==> src/rtl/control_pipeline.sv <==
// Pipelined MIPS control: ID decode, ID/EX, EX/MEM and MEM/WB control
// registers, load-use stall, EX redirect flush and saturating counters.
// Optional macro LOAD_USE_STALL_EN enables load-use hazard detection.
module control_pipeline #(
    parameter int OPCODE_W = 6,
    parameter int REG_W    = 5,
    parameter int CNT_W    = 16
) (
    input  logic                clk,
    input  logic                rst,
    input  logic                id_valid,
    input  logic [OPCODE_W-1:0] id_opcode,
    input  logic [REG_W-1:0]    id_rs,
    input  logic [REG_W-1:0]    id_rt,
    input  logic                ex_redirect,
    output logic                pc_write,
    output logic                ifid_write,
    output logic                ifid_flush,
    output logic                ex_reg_dst,
    output logic                ex_alu_src,
    output logic                ex_zero_extnd,
    output logic                ex_branch,
    output logic                ex_jump,
    output logic [1:0]          ex_alu_op,
    output logic                ex_illegal,
    output logic                mem_read,
    output logic                mem_write,
    output logic                wb_reg_write,
    output logic                wb_mem_to_reg,
    output logic [CNT_W-1:0]    stall_cnt,
    output logic [CNT_W-1:0]    flush_cnt
);

    typedef struct packed {
        logic       reg_dst;
        logic       alu_src;
        logic       zero_extnd;
        logic       branch;
        logic       jump;
        logic [1:0] alu_op;
        logic       mem_read;
        logic       mem_write;
        logic       reg_write;
        logic       mem_to_reg;
        logic       illegal;
    } ctrl_t;

    localparam logic [OPCODE_W-1:0] OP_R   = OPCODE_W'(0);
    localparam logic [OPCODE_W-1:0] OP_LW  = OPCODE_W'(35);
    localparam logic [OPCODE_W-1:0] OP_SW  = OPCODE_W'(43);
    localparam logic [OPCODE_W-1:0] OP_BEQ = OPCODE_W'(4);
    localparam logic [OPCODE_W-1:0] OP_J   = OPCODE_W'(2);
    localparam logic [OPCODE_W-1:0] OP_ORI = OPCODE_W'(13);

    ctrl_t            dec;
    logic             rt_used;
    logic             hazard;
    logic             stall;
    logic             bubble;

    ctrl_t            idex_ctrl_q, idex_ctrl_d;
    logic [REG_W-1:0] idex_rt_q, idex_rt_d;
    logic [3:0]       exmem_q, exmem_d;
    logic [1:0]       memwb_q, memwb_d;
    logic [CNT_W-1:0] stall_cnt_q, stall_cnt_d;
    logic [CNT_W-1:0] flush_cnt_q, flush_cnt_d;

    // Opcode decode; unknown opcodes produce no controls and flag illegal
    always_comb begin
        dec     = '0;
        rt_used = 1'b0;
        case (id_opcode)
            OP_R: begin
                dec.reg_dst   = 1'b1;
                dec.reg_write = 1'b1;
                dec.alu_op    = 2'b10;
                rt_used       = 1'b1;
            end
            OP_LW: begin
                dec.alu_src    = 1'b1;
                dec.mem_to_reg = 1'b1;
                dec.reg_write  = 1'b1;
                dec.mem_read   = 1'b1;
            end
            OP_SW: begin
                dec.alu_src   = 1'b1;
                dec.mem_write = 1'b1;
                rt_used       = 1'b1;
            end
            OP_BEQ: begin
                dec.branch = 1'b1;
                dec.alu_op = 2'b01;
                rt_used    = 1'b1;
            end
            OP_J: begin
                dec.jump   = 1'b1;
                dec.alu_op = 2'b01;
            end
            OP_ORI: begin
                dec.alu_src    = 1'b1;
                dec.reg_write  = 1'b1;
                dec.alu_op     = 2'b11;
                dec.zero_extnd = 1'b1;
            end
            default: dec.illegal = 1'b1;
        endcase
    end

`ifdef LOAD_USE_STALL_EN
    assign hazard = id_valid & idex_ctrl_q.mem_read
                  & (idex_rt_q != '0)
                  & ((idex_rt_q == id_rs)
                     | (rt_used & (idex_rt_q == id_rt)));
`else
    // Software schedules around loads; these inputs are only
    // needed by the hazard detector.
    logic unused_hz;
    assign unused_hz = ^{id_rs, idex_rt_q, rt_used};
    assign hazard    = 1'b0;
`endif

    assign stall      = hazard & ~ex_redirect;
    assign bubble     = stall | ex_redirect | ~id_valid;
    assign pc_write   = rst | ~stall;
    assign ifid_write = rst | ~stall;
    assign ifid_flush = ex_redirect & ~rst;

    // Next-state for the pipeline control registers and counters
    always_comb begin
        idex_ctrl_d = bubble ? '0 : dec;
        idex_rt_d   = bubble ? '0 : id_rt;
        exmem_d     = {idex_ctrl_q.mem_read, idex_ctrl_q.mem_write,
                       idex_ctrl_q.reg_write, idex_ctrl_q.mem_to_reg};
        memwb_d     = exmem_q[1:0];
        stall_cnt_d = stall_cnt_q;
        flush_cnt_d = flush_cnt_q;
        if (stall && (stall_cnt_q != '1))
            stall_cnt_d = stall_cnt_q + 1'b1;
        if (ex_redirect && (flush_cnt_q != '1))
            flush_cnt_d = flush_cnt_q + 1'b1;
    end

    // Pipeline and counter registers; reset empties the pipeline
    always_ff @(posedge clk or posedge rst) begin
        if (rst) begin
            idex_ctrl_q <= '0;
            idex_rt_q   <= '0;
            exmem_q     <= '0;
            memwb_q     <= '0;
            stall_cnt_q <= '0;
            flush_cnt_q <= '0;
        end else begin
            idex_ctrl_q <= idex_ctrl_d;
            idex_rt_q   <= idex_rt_d;
            exmem_q     <= exmem_d;
            memwb_q     <= memwb_d;
            stall_cnt_q <= stall_cnt_d;
            flush_cnt_q <= flush_cnt_d;
        end
    end

    assign ex_reg_dst    = idex_ctrl_q.reg_dst;
    assign ex_alu_src    = idex_ctrl_q.alu_src;
    assign ex_zero_extnd = idex_ctrl_q.zero_extnd;
    assign ex_branch     = idex_ctrl_q.branch;
    assign ex_jump       = idex_ctrl_q.jump;
    assign ex_alu_op     = idex_ctrl_q.alu_op;
    assign ex_illegal    = idex_ctrl_q.illegal;
    assign mem_read      = exmem_q[3];
    assign mem_write     = exmem_q[2];
    assign wb_reg_write  = memwb_q[1];
    assign wb_mem_to_reg = memwb_q[0];
    assign stall_cnt     = stall_cnt_q;
    assign flush_cnt     = flush_cnt_q;

endmodule

==> config.mk <==
export PLATFORM = sky130hd
export DESIGN_NAME = control_pipeline
export DESIGN_NICKNAME = d
export VERILOG_FILES = /design/src/rtl/control_pipeline.sv
export SDC_FILE = /design/constraint.sdc
export NUM_CORES = 1
export LEC_CHECK = 0
export ABC_AREA = 1
export CAP_MARGIN = 20
export CORE_MARGIN = 2
export CORE_UTILIZATION = 49
export CTS_BUF_LIST = sky130_fd_sc_hd__clkbuf_4 sky130_fd_sc_hd__clkbuf_8
export CTS_CLUSTER_SIZE = 24
export DETAILED_ROUTE_END_ITERATION = 10
export GPL_ROUTABILITY_DRIVEN = 0
export PLACE_DENSITY = 0.95
export SLEW_MARGIN = 20
export SYNTH_ARGS = -nofsm -noshare
export SYNTH_HDL_FRONTEND = slang
export SYNTH_SLANG_ARGS = --single-unit
==> constraint.sdc <==
create_clock -name clk -period 2 [get_ports clk]
set_input_delay 0.2 -clock clk [delete_from_list [all_inputs] [get_ports clk]]
set_output_delay 0.2 -clock clk [all_outputs]
set_load 0.005 [all_outputs]
==> results.toml <==
[route]
drt-pass1-iter-count = 4
routedWlPerCell_microns = 10.83
wl_mm = 3.260
via_count = 1398
ant_nets = 0
drc = 0
via_per_inst = 4.645
drtIter0Drc = 62

[final_layout]
syn2layout_area_growth_pct = 27.39
layout-drive-gt1-share_pct = 13.73
final_util_pct = 65.40
stdcell_area_sq_mm = 0.002200
n_antenna_cell = 0
stdcell_count = 301
n_fill_cell = 309
nNetsFinal = 275

[placed_design]
place_inst = 293
io_buffers = 38
dp_hpwl_mm = 2.548
place_area_sq_mm = 0.002105

[floorplanning]
die_y_microns = 63.36
die_width_microns = 63.36
initial_core_util_pct = 51.34
rows = 21
pin_count = 67
core_sq_mm = 0.003363
dieArea_sq_mm = 0.004014

[worst_hold_path]
holdCritPathClass = "in -> async"

[outcome]
status = "completed"

[power]
power.leakage_nw = 1.084
power_frac_seq_pct = 47.1
pwr-share-clk_pct = 33.5
power_mw = 1.646
powerDensity_mw_per_mm2 = 748.2
intPower_mw = 1.194
swShare_pct = 27.45
vdd.ir_drop.worst_mv = 0.3919
pwr-share-comb_pct = 19.3
p_sw_uw = 451.8

[sta]
final.setup.tns_ps = 0
fmaxAchievable_mhz = 600.1
min_period_ps = 1666
rsz0062_at_grt = "no"
finalCritPeriodShare_pct = 83.32
setup_violations = 0
fin_skew_ps = 8.645
hold_viol_final = 0
drv_slew = 0

[critical_path]
crit_type = "in -> out"
crit_start = "ex_redirect"
cp-end-kind = "output pin"
critPathMaxFanout = 3
critical_path.cell_chain = "clkdlybuf4s50_1 -> inv_2 -> nor2_1 -> clkdlybuf4s50_1"
critPathMaxStageDelay_ps = 610
crit_family = "buffers and inverters"
r2r_start = "flush_cnt[0]"
worstSetupStartpointType = "input pin"
path_common_cell = "clkdlybuf4s50_1"
required_ps = 1800
slowest_stage = "clkdlybuf4s50_1"
path_buf_inv = 3
cp.arrival_ps = 1470

[clock_network]
cts_tree = "built"
cts-root-buf = "clkbuf_4"
ctsResizeCount = 0
htree_num_levels = 2
cts-buffers-inserted = 5
post_cts_buffers = 0
clock_path_buffers = 2
clock_latency_ps = 350
clkTransAtPathRegs_ps = 100
numClockSinks = 32
cts_hold_buf = 0

[global_route]
grt-ovfl-total = 0
met1_usage_pct = 20.58
antenna_found_initial = 0
use_met2_pct = 30.66
grt_pass1_wl_mm = 5.637
grt_pass1_vias = 1336
track_usage_pct = 18.39
use_met3_pct = 6.250
grt_busiest_layer = "met2"
grt_max_degree = 33

[logic_synthesis]
syn_area_sq_mm = 0.001727
netlist_top_cells_count = "nand2_1 (52), dfrtp_1 (32), inv_1 (23), buf_4 (18), nor2_1 (18)"
synth.most_common_cell = "nand2_1"
yosysTopAreaCellShare_pct = 46.38
async_reset_ff_share_pct = 100.0
yosys.area.top_type = "dfrtp_1"
synth_area_leaders = "dfrtp_1 (46%), nand2_1 (11%), buf_4 (7.8%)"
ys_types = 23
synth-seq-cells = 32
synth-edff-count = 0
avgSynthCellArea_sq_um = 8.262
syn_inst = 209
ys.flop_type = "dfrtp_1"
ys_warn_count = 0
yosysSeqAreaShare_pct = 46.38

[run]
cap_violations = 0
flip-flops by register name (all words and copies together) (netlist names):
signal / cells
memwb_q: 2
exmem_d: 3
flush_cnt: 16
ex_alu_op: 2
ex_jump: 1
ex_zero_extnd: 1
ex_reg_dst: 1
exmem_q: 3
ex_alu_src: 1
ex_branch: 1
ex_illegal: 1
worst register-to-register path: cells and delay by family, from the launching register on:
kind / cells / cell delay [ps]
and+or+nand+nor: 6 / 630
DFF: 1 / 460
adders and majority gates: 1 / 270
AOI/OAI and AO/OA: 1 / 50
logic make-up after synthesis:
group | count (synthesis) | synth area share, %
other | 2 | 0.4349
and+or+nand+nor | 117 | 33.48
adders and majority gates | 1 | 0.7245
xor gates and xnor gates | 6 | 3.043
DFF | 32 | 46.38
buffers and inverters | 44 | 13.48
AOI/OAI and AO/OA | 7 | 2.464
area by class of cell:
type	instances	area (sq um)	share of cell area [%]
repair buffers	40	395.4	17.97
clock buffers	7	65.06	2.958
flip-flops and latches	32	800.8	36.40
inverters	26	97.59	4.437
clock inverters	1	30.03	1.365
multi-input cells	149	753.2	34.24
well taps	46	57.56	2.617
stage by stage:
step	hold slack, ps	worst slack, ps
2_1_floorplan	316.2	670.1
3_3_place_gp	334.5	325.0
3_5_place_dp	335.8	324.9
4_1_cts	251.7	329.3
5_1_grt	296.7	247.8
6_report	245.2	333.7
per-layer routing:
| layer | vias to the layer above | wire [microns] | share of wire (%) |
|---|---|---|---|
| li1 | 707 | - | - |
| met5 | - | 0 | 0 |
| met4 | 0 | 80 | 2.5 |
| met2 | 48 | 1613 | 49 |
| met3 | 7 | 213 | 6.5 |
| met1 | 636 | 1352 | 41 |
cell usage in the layout, fill, tap and decap left out, types with 3 or more instances in the layout:
master and n:
nand3b_1 3, clkbuf_4 5, dfrtp_1 32, nand2_2 5, xnor2_1 4, nor2_2 7, inv_1 23, nand2_1 52
nand3_1 14, clkdlybuf4s50_1 38, inv_2 3, nor2_4 4, nor2_1 18, conb_1 18, nand4_1 8
power groups by stage:
stage,logic (mW),registers [mW],clock network (mW)
floorplan,0.185,0.777,0
CTS,0.322,0.775,0.568
detailed placement,0.321,0.788,0
global route,0.353,0.787,0.597
finish,0.318,0.776,0.552
global placement,0.303,0.784,0
final timing paths:
check	slack, ps	to	cells after the start
max	330	ifid_flush	4
min	250	flush_cnt[6]	3
min in group clk	340	memwb_q[1]	0
max in group asynchronous	1470	flush_cnt[11]	3
max reg2reg	470	flush_cnt[9]	8
min reg2reg	340	memwb_q[1]	0
No activity file was read; power rests on OpenSTA's default activity.
